[src/rtl/demux_stream.sv]
// Four-way stream demultiplexer: one upstream word is routed into a one-entry
// output register per channel, with a per-channel delivered-word counter.
module demux_stream #(
    parameter int WIDTH = 2,
    parameter int CNT_W = 8
) (
    input  logic             clk,
    input  logic             rst_n,
    input  logic [WIDTH-1:0] in_data,
    input  logic [1:0]       select,
    input  logic             in_valid,
    output logic             in_ready,
    output logic [WIDTH-1:0] out0,
    output logic [WIDTH-1:0] out1,
    output logic [WIDTH-1:0] out2,
    output logic [WIDTH-1:0] out3,
    output logic [3:0]       out_valid,
    input  logic [3:0]       out_ready,
    output logic [CNT_W-1:0] cnt0,
    output logic [CNT_W-1:0] cnt1,
    output logic [CNT_W-1:0] cnt2,
    output logic [CNT_W-1:0] cnt3
);

    // Handshake: a word moves on any edge where its valid and ready are both
    // high. Valid never waits on ready; in_ready never looks at in_valid.

    logic [WIDTH-1:0] data_q [4];
    logic [CNT_W-1:0] cnt_q  [4];
    logic [3:0]       valid_q;

    logic       in_xfer;
    logic [3:0] sel_onehot;
    logic [3:0] load;
    logic [3:0] drain;

    // A slot can take a new word if it is empty or is being emptied this cycle.
    assign in_ready   = ~valid_q[select] | out_ready[select];
    assign in_xfer    = in_valid & in_ready;
    assign sel_onehot = 4'b0001 << select;
    assign load       = {4{in_xfer}} & sel_onehot;
    assign drain      = valid_q & out_ready;

    always_ff @(posedge clk or negedge rst_n) begin
        if (!rst_n) begin
            valid_q <= '0;
            for (int k = 0; k < 4; k++) begin
                data_q[k] <= '0;
                cnt_q[k]  <= '0;
            end
        end else begin
            for (int k = 0; k < 4; k++) begin
                // Load wins over drain so a simultaneous refill keeps valid high.
                if (load[k]) begin
                    data_q[k]  <= in_data;
                    valid_q[k] <= 1'b1;
                end else if (drain[k]) begin
                    valid_q[k] <= 1'b0;
                end
                if (drain[k]) begin
                    cnt_q[k] <= cnt_q[k] + CNT_W'(1);
                end
            end
        end
    end

    assign out_valid = valid_q;
    assign out0 = data_q[0];
    assign out1 = data_q[1];
    assign out2 = data_q[2];
    assign out3 = data_q[3];
    assign cnt0 = cnt_q[0];
    assign cnt1 = cnt_q[1];
    assign cnt2 = cnt_q[2];
    assign cnt3 = cnt_q[3];

endmodule

[config.mk]
export PLATFORM = sky130hd
export DESIGN_NAME = demux_stream
export DESIGN_NICKNAME = d
export VERILOG_FILES = /design/src/rtl/demux_stream.sv
export SDC_FILE = /design/constraint.sdc
export NUM_CORES = 1
export LEC_CHECK = 0
export CORE_MARGIN = 1
export CORE_UTILIZATION = 30
export DETAILED_ROUTE_END_ITERATION = 16
export GPL_TIMING_DRIVEN = 0
export RECOVER_POWER = 25
export SLEW_MARGIN = 20
export SYNTH_ARGS = -nofsm -noshare
export SYNTH_HDL_FRONTEND = slang
export SYNTH_SLANG_ARGS = --single-unit
export TNS_END_PERCENT = 1
[constraint.sdc]
create_clock -name clk -period 4.1 [get_ports clk]
set_clock_uncertainty 0.2 [all_clocks]
set_input_delay 0.41 -clock clk [delete_from_list [all_inputs] [get_ports clk]]
set_output_delay 0.41 -clock clk [all_outputs]
set_load 0.02 [all_outputs]
Yosys cells after proc, flatten, opt, wreduce, memory -nomap -nowiden. Index checks and enable logic that the tools add are counted. W data, S select, Z words.

Bits in registers: 44. Output and inout bits: 45. Input bits: 11. Logic and storage cells: 39.

Shift operators: 1. Add/subtract/negate cells: 4. Bitwise logic cells: 5. Reductions and logical operators: 4. Order comparisons: 1. Mux-type cells: 12.

Operators with widths (count): $add A8 B1 Y8 const B (4); $mux W1 (10); $and A4 B4 Y4 (2); $reduce_bool A2 Y1 (4); $bmux W1 S2 (2); $shl A1 B2 Y4 const A (1); $lt A2 B3 Y1 const B (1); $and A1 B1 Y1 (1); $not A1 Y1 (1); $or A1 B1 Y1 (1).

Longest topological paths before layout.
Depth in word-level cells: 7. Gate-level depth with buffers: 4. Depth with buffers taken out: 4.

Worst setup path before layout. OpenSTA, ideal clock, no wires.

Path type: register -> output. Start: register valid_q[3], in the netlist out_valid[3]. End: output port in_ready. Data required time: 3.490 ns. Arrival: 1.131 ns. Cell stages (with the launch flop): 3. Buffers on the path: 0. Setup slack: 2.359 ns. Cells stage by stage: dfrtp_1 -> nand2b_1 -> mux4_2.

Word-level cells in the longest chain between the ends: 4.

Ends and longest elaborated chain: from (decl) (line 30) `logic [3:0] valid_q;`; from (signal assigned) (line 46) `valid_q <= '0;`; from (signal, indexed assignment) (line 56) `valid_q[k] <= 1'b1;`; from (signal, indexed assignment) (line 58) `valid_q[k] <= 1'b0;`; $bmux W1 S2 (line 38) `assign in_ready = ~valid_q[select] | out_ready[select];`; $mux W1 (implied by the code) (line 38); $not A1 Y1 (line 38); $or A1 B1 Y1 (line 38); to (decl) (line 12) `output logic in_ready,`.

No other way between the ends. The select of a mux whose other input is x is not followed.

Final worst setup path.
Start: input port out_ready[0]. End: output port in_ready.

Word-level cells in the longest chain between the ends: 3.

Ends and longest elaborated chain: from (decl) (line 18) `input logic [3:0] out_ready,`; $bmux W1 S2 (line 38); $mux W1 (implied by the code) (line 38); $or A1 B1 Y1 (line 38).

No other way between the ends. The select of a mux whose other input is x is not followed.

==> metrics.txt <==
overall power between 1000 and 1500 uW; nets between 200 and 250; placed cell area between 2000 and 3000 um^2; share of cells above drive strength 1 under 10%; min-delay worst type reg2reg; Die Span Y around 81 um; Power Density ~550 nW/um^2; CP Launch Point out_ready[0]; Setup TNS Final 0 ps; initial antenna violation count 0; Achievable Freq approximately 350 MHz; Critical Path Fanout Max 4; die area between 6000 and 7000 um^2; Ant. Diodes 0; area of the multi-input gates 751 um^2; area delta synth->final 40.0%; # fillers 581; Core Area slightly below 6000 um^2; Cell Rows 28; Max-Cap Viols 0; Sink Count 44; total iterations of the first detailed-routing run 4; total grt overflow 0; Routed wire per std cell between 10 and 15 um; Die Width about 80 um; crit path DAT around 2300 ps; worst setup path endpoint in_ready; Finished Layout Cells ~290; M3 GR Usage about 3.8%; Final Cell Area 2610 um^2; first-pass GRT wire length ~5.7 mm; post-detailed-route count of antenna-violating nets 0; synthesized instance count about 150; Syn Nets 163; P_leak 0.00111 uW; most common cell after layout, fill and taps aside clkdlybuf4s50_1; Syn Area/Cell around 13 um^2; sequential area share after synthesis 59.1%; Starting Density around 31%; mapped cell area around 1900 um^2; dpl hpwl 2.59 mm; Max Slew Vio Count 0; critical path cell sequence dlygate4sd3_1 > nand2b_1 > mux4_2 > clkdlybuf4s50_1; via count between 1000 and 1500; met1 usage around 17%; Critical Path Slowest Stage Cell dlygate4sd3_1; maximum vdd ir drop ~0.21 mV; DRC Markers 0; Cells after DPL between 200 and 300; met2 Track Usage GR 15.3%; flop2flop setup slack 2590 ps; Setup Buffers After CTS 0; number of CTS-inserted buffers 5; Synth warnings 0; Worst Path Class, Setup in2out; worst-case reg-to-reg path depth 3; min Tclk post-route roughly 2900 ps; Post-CTS Resized 0; clk root buf clkbuf_8; worst relative slew slack just over 7%; Tcrit/Tclk final a little over two thirds; Critical Path Source Type input port; worst r2r src out_valid[1]; Worst path max stage delay 600 ps; CTS tree built; nature of the critical path endpoint output port; CTS HTree Levels 2; largest net degree at the start of global routing 27; status finished clean; Worst R2R End out1[0]; RSZ-0062 raised after global routing false; Final setup violation count 0; drt total wl 3.44 mm; Seq cells post-synth 44; Max Root-Sink Buffers 2; vias in the first global route between 1000 and 1500; FF+latch area 1100 um^2; grt peak-use layer met1; GRT Util Overall between 10% and 20%; CTS clk-pin slew, worst paths roughly 80 ps; boundary pin count between 50 and 60; Worst Tran Pin Value 1390 ps; Fin. Hold Viols 0; Yosys cell types 20; cts hold-fix bufs 1; worst skew pair latency a little under 300 ps; Port Buf Inserts between 50 and 60; vias per inst around 4.6; Placer Congestion around 0.70; most frequent cells in the layout 49 x clkdlybuf4s50_1, 44 x dfrtp_1, 23 x xnor2_1; hold path depth 1; DRT iter0 DRCs 60; CP required about 3500 ps
## report_power, final
part           internal [uW]  total, uW  switching, uW  leakage (uW)
registers                538        655            118      0.000551
clock network            135        279            145     0.0000510
logic                    273        507            234      0.000504
total                    945       1440            497       0.00111
## worst min-delay path by stage
| stage | start | endpoint | slack (ps) |
|---|---|---|---|
| CTS | cnt0[7] | cnt0[7] | 280 |
| finish | cnt0[7] | cnt0[7] | 270 |
| global placement | cnt2[7] | cnt2[7] | 260 |
| floorplan | rst_n | cnt0[0] | -90 |
| detailed placement | rst_n | cnt0[4] | 190 |
| global route | cnt1[7] | cnt1[7] | 290 |
## critical path: cells and delay by family
| family | cells | cell delay (ps) |
|---|---|---|
| muxes | 1 | 460 |
| and+or+nand+nor | 1 | 210 |
| buffers and inverters | 2 | 1170 |
## metrics by stage
| stage | util, % | hold slack [ps] | setup WS, ps |
|---|---|---|---|
| after floorplan | - | -85.6 | 2360 |
| final | 43.8 | 271 | 1240 |
| after global placement | 42.1 | 259 | 1110 |
| after detailed placement | 42.4 | 187 | 1370 |
| after global routing | 43.8 | 289 | 754 |
| after CTS | 44.1 | 279 | 1360 |
## area by class of cell
| type | instances | area share [%] |
|---|---|---|
| flip-flops and latches | 44 | 42.2 |
| clock buffers | 6 | 3.17 |
| repair buffers | 57 | 21.4 |
| multi-input cells | 101 | 28.8 |
| inverters | 3 | 0.432 |
| well taps | 75 | 3.60 |
| clock inverters | 2 | 0.384 |
## layer usage
metal  up-vias  share of wire, %  wire length (um)
met5         -                 0                 0
met4         0               2.0                70
met3         7               7.1               245
met2        39                41              1400
met1       635                50              1720
li1        633                 -                 -
## sequential cells by signal (all words and copies together) (netlist names)
signal and flops:
out1 2, cnt3 8, out2 2, out_valid 4, cnt2 8, out0 2
cnt0 8, cnt1 8, out3 2
## kinds of logic after synthesis
| group | share of synthesized area, % |
|---|---|
| and+or+nand+nor | 15.7 |
| AOI/OAI and AO/OA | 0.268 |
| xor gates and xnor gates | 13.2 |
| adders and majority gates | 2.69 |
| buffers and inverters | 0.604 |
| DFF | 59.1 |
| muxes | 8.46 |
## cell usage after synthesis (all sizes together)
library cell	number	area share (%)
nand4	8	2.7
or3b	3	1.4
nor3b	1	0.40
nand2b	4	1.3
xnor2	23	11
nand2	19	3.8
nor3	1	0.27
nor2b	1	0.34
and4	4	1.9
nand3b	1	0.40
mux4	1	1.2
inv	3	0.60
nand3	4	1.1
nor2	7	1.4
xor2	5	2.4
and3	2	0.67
o21ai	1	0.27
mux2	12	7.3
ha	4	2.7
dfrtp	44	59
No activity file was read; power rests on OpenSTA's default activity.
==> patch 1 (config.mk and constraints unchanged) <==
The parameter `WIDTH` goes from 2 to 4.
--- a/src/rtl/demux_stream.sv
+++ b/src/rtl/demux_stream.sv
@@ -1,7 +1,7 @@
 // Four-way stream demultiplexer: one upstream word is routed into a one-entry
 // output register per channel, with a per-channel delivered-word counter.
 module demux_stream #(
-    parameter int WIDTH = 2,
+    parameter int WIDTH = 4,
     parameter int CNT_W = 8
 ) (
     input  logic             clk,
Interface: changed (5 resized); port bits go from 56 to 66. The function was not compared with the original's and may differ.
==> patch 1 against the original RTL <==
Wire length grew 21%. Non-clock buffer count grew 10. Area after synthesis grew 17%. Highest routed layer unchanged. Sequential cell count grew 8. Setup slack gained 0.0021 ns. Largest power group unchanged. Final area grew 18%. Power grew 17%.
==> patch 1: results (changes against the original RTL) <==
Global routing
  • First-pass GRT wire length: 6930 um (+21%)
  • Met3 usage: 3.89% (+0.066 points)
  • Initial antenna violation count: 0 (unchanged)
  • Routing usage on met2: 18.5% (+3.2 points)
  • Met1 Track Usage GR: 14.9% (-2.1 points)
  • Pin count of the biggest net entering global routing: 53 (+96%)
  • GRT Util Overall: 11.7% (-0.055 points)

Drt
  • Met1 WL: 1950 um (+13%)
  • Routed length on met2: 1960 um (+40%)
  • Routed length on met3: 245 um (unchanged)
  • Top Metal Used: met4
  • Via count: 1479 (+13%)
  • Pre-Repair DR Iteration Count: 4 (unchanged)
  • WL/cell: 12.4 um (+4.1%)
  • DRT iter0 DRCs: 37 (-38%)

Yosys
  • Yosys warnings: 0 (unchanged)
  • Top cells by count, synth: 52 x dfrtp_1, 23 x xnor2_1, 19 x nand2_1, 13 x mux2_1
  • Cell variety after synth: 24 (+20%)
  • Register area share after synthesis: 59.5% (+0.40 points)
  • Synth Instances: 166 (+12%)
  • Mapped Nets: 183 (+12%)
  • Synth area leaders: dfrtp_1 59%, xnor2_1 9.2%, mux2_1 6.7%

Place
  • HPWL after DPL: 3000 um (+16%)
  • Final Wtd Congestion: 0.714 (+2.5%)
  • Worst slack at placement: 1.35 ns (-0.0221 ns)
  • IO Port Bufs: 65 (+18%)
  • Placed Instances: 327 (+17%)
  • Cell Area, Placed: 2960 um2 (+17%)

Power and ir drop
  • Leakage: 1.28 nW (+16%)
  • Sw Ratio: 33.4% (-1.1 points)
  • VDD IR max: 241 uV (+15%)

Clock network
  • Clock Pin Slew Worst Setup and Hold Paths: 0.09 ns
  • Resized Gates After CTS: 0 (unchanged)
  • Clock latency on the worst-skew pair: 0.30 ns
  • Maximum root-to-sink buffer count: 2 (unchanged)
  • TritonCTS Buffers: 5 (unchanged)
  • Hold Buf Count CTS: 1 (unchanged)

Worst setup path
  • CP arrival: 2.25 ns (about the same)
  • Critical path's slowest cell: dlygate4sd3_1
  • Cell family with most CP delay: buffers and inverters
  • Crit Reg-Reg Startpoint: out_valid[2]
  • Reg2reg setup slack: 2.46 ns (-0.13 ns)
  • Crit path max fanout: 4 (unchanged)
  • Worst R2R End: out2[3]
  • Reg2reg path depth: 3 (unchanged)
  • Critical Path Start: out_ready[3]
  • Worst setup path endpoint: in_ready

Cells and area
  • Antenna Diode Count: 0 (unchanged)
  • Finished Layout Cells: 336 (+17%)
  • Final nets: 256 (+13%)
  • Share of cells above drive strength 1: 7.50% (-2.4 points)

Worst hold path
  • Worst min-delay path endpoint: cnt2[7]
  • Worst hold start: cnt2[7]

Timing
  • Fin. Hold Viols: 0 (unchanged)
  • Setup WS post-layout: 1.24 ns (+0.00208 ns)
  • Slew margin rel.: 56.2% (+49 points)

Status
  • Outcome: completed
[patch 1: changes by cell type after synthesis]
cell,before,now
nor3b_2,0,1
dfrtp_1,44,52
nor3b_1,1,0
buf_6,0,1
inv_1,3,0
nand3_1,4,5
mux2_2,12,4
nand4_1,8,7
and2b_1,0,1
mux2_1,0,13
clkinv_1,0,3
mux2_4,0,3
[patch 1: metrics by stage]
| step | power [mW] | hold slack (ns) | util (%) |
|---|---|---|---|
| after global routing | 1.78 | 0.283 | 44.5 |
| after global placement | 1.35 | 0.262 | 42.8 |
| final | 1.69 | 0.273 | 44.5 |
| after detailed placement | 1.36 | 0.265 | 42.8 |
| after floorplan | 1.04 | -0.0856 | - |
| after CTS | 1.72 | 0.277 | 44.5 |
[patch 1: cell type report]
class | instances | area (um2)
Fill cell | 671 | 3830
Sequential cell | 52 | 1300
Multi-Input combinational cell | 110 | 863
Timing Repair Buffer | 66 | 658
Tap cell | 96 | 120
Clock buffer | 6 | 72.6
Clock inverter | 2 | 35.0
Buffer | 1 | 11.3
Inverter | 3 | 11.3
[patch 1: power groups by stage]
| stage | logic (mW) | clock network, mW | registers, mW |
|---|---|---|---|
| after floorplan | 0.145 | 0 | 0.900 |
| after global placement | 0.580 | 0 | 0.770 |
| after detailed placement | 0.591 | 0 | 0.773 |
| after CTS | 0.594 | 0.363 | 0.764 |
| after global routing | 0.622 | 0.380 | 0.783 |
| final | 0.583 | 0.346 | 0.761 |
[patch 1: cell families after synthesis]
| kind of cell | Yosys count | share of synthesized area, % |
|---|---|---|
| compound gates | 1 | 0.229 |
| xor+xnor | 28 | 11.2 |
| fa+ha+maj | 4 | 2.29 |
| buf+inv | 4 | 1.03 |
| flops | 52 | 59.5 |
| mux | 21 | 11.8 |
| simple gates | 56 | 13.9 |
==> patch 2 (config.mk and constraints unchanged) <==
Without the edit above. Register the outputs `cnt0`, `cnt1`, `cnt2` and `cnt3`; this adds one clock of latency there. The other outputs are not delayed to match.
--- a/src/rtl/demux_stream.sv
+++ b/src/rtl/demux_stream.sv
@@ -69,10 +69,12 @@
     assign out1 = data_q[1];
     assign out2 = data_q[2];
     assign out3 = data_q[3];
-    assign cnt0 = cnt_q[0];
-    assign cnt1 = cnt_q[1];
-    assign cnt2 = cnt_q[2];
-    assign cnt3 = cnt_q[3];
+    always_ff @(posedge clk) begin
+        cnt0 <= cnt_q[0];
+        cnt1 <= cnt_q[1];
+        cnt2 <= cnt_q[2];
+        cnt3 <= cnt_q[3];
+    end
 
 endmodule
 
Function: changed (a bounded check fails within 4 cycles, from zero or initial values and one cycle with rst_n low).
==> patch 2 against the original RTL <==
Register-to-register slack gained 0.03 ns. Count of clock-buffer cells in the layout rose by 8. Area after synthesis up 35%. Critical path type unchanged. Final area is 29% higher. Power up 42%. Highest routed layer unchanged. Setup slack gained 0.14 ns. Sequential cell count rose by 32. Wire length grew 22%.
==> patch 2: results (changes against the original RTL) <==
Worst setup path
  • Slowest Stage Delay on Critical Path: 0.58 ns (-0.02 ns)
  • Critical Path Start: out_ready[3]
  • Worst R2R End: cnt_q[15]

Worst hold path
  • Worst min-delay path endpoint: cnt3[6]
  • Hold depth: 0 (-1)

Global routing
  • First-pass GRT wire length: 7070 um (+24%)
  • Met1 Track Usage GR: 13.0% (-4.0 points)

Power and ir drop
  • Internal Power: 1.45 mW (+53%)
  • Comb pwr share: 24.9% (-10 points)

Drt
  • Final wirelength: 4190 um (+22%)

Cells and area
  • Area of the multi-input gates: 761 um2 (+1.3%)
  • # fillers: 780 (+34%)

Yosys
  • Top cells by count, synth: 44 x dfrtp_1, 32 x dfxtp_1, 22 x xnor2_1, 21 x nand2_1, 12 x mux2_2
  • Synth Area in Adders: 1.99% (-0.69 points)
  • Share of flip-flops with an asynchronous set or reset: 57.9% (-42 points)
  • Mean Syn Cell Area: 13.9 um2 (+11%)

Place
  • Worst slack at placement: 1.36 ns (-0.00469 ns)
  • Placed Instances: 338 (+21%)
  • Final Wtd Congestion: 0.699 (+0.33%)
  • HPWL after DPL: 3010 um (+16%)

Clock network
  • TritonCTS Buffers: 9 (+4)
  • Clock latency on the worst-skew pair: 0.33 ns (+0.04 ns)

Timing
  • Part of the cycle the worst path needs: 66.4% (-3.3 points)
  • Slew margin rel.: 32.1% (+25 points)

Status
  • Outcome: completed
==> patch 2: logic make-up after synthesis <==
group           count (synthesis)
buf+inv                         2
flops                          76
mux                            13
simple gates                   55
fa+ha+maj                       4
xor+xnor                       28
compound gates                  2
==> patch 2: per-layer routing <==
| layer | vias up | part of all wire [%] |
|---|---|---|
| met3 | 8 | 8.0 |
| li1 | 741 | - |
| met4 | 0 | 1.7 |
| met5 | - | 0 |
| met1 | 740 | 44 |
| met2 | 43 | 46 |
==> patch 2: layout make-up <==
| class | count | area share (%) |
|---|---|---|
| clock buffer | 14 | 4.52 |
| clock inverter | 2 | 0.297 |
| inverter | 2 | 0.222 |
| multi-input combinational | 102 | 22.5 |
| sequential | 76 | 51.6 |
| tap | 102 | 3.78 |
| timing repair buffer | 57 | 17.0 |
==> patch 2: worst register-to-register path, cell delays in order, from the launching register on <==
cell,delay [ns]
dfrtp_1,0.41
and4_1,0.27
or3b_1,0.38
xnor2_1,0.13
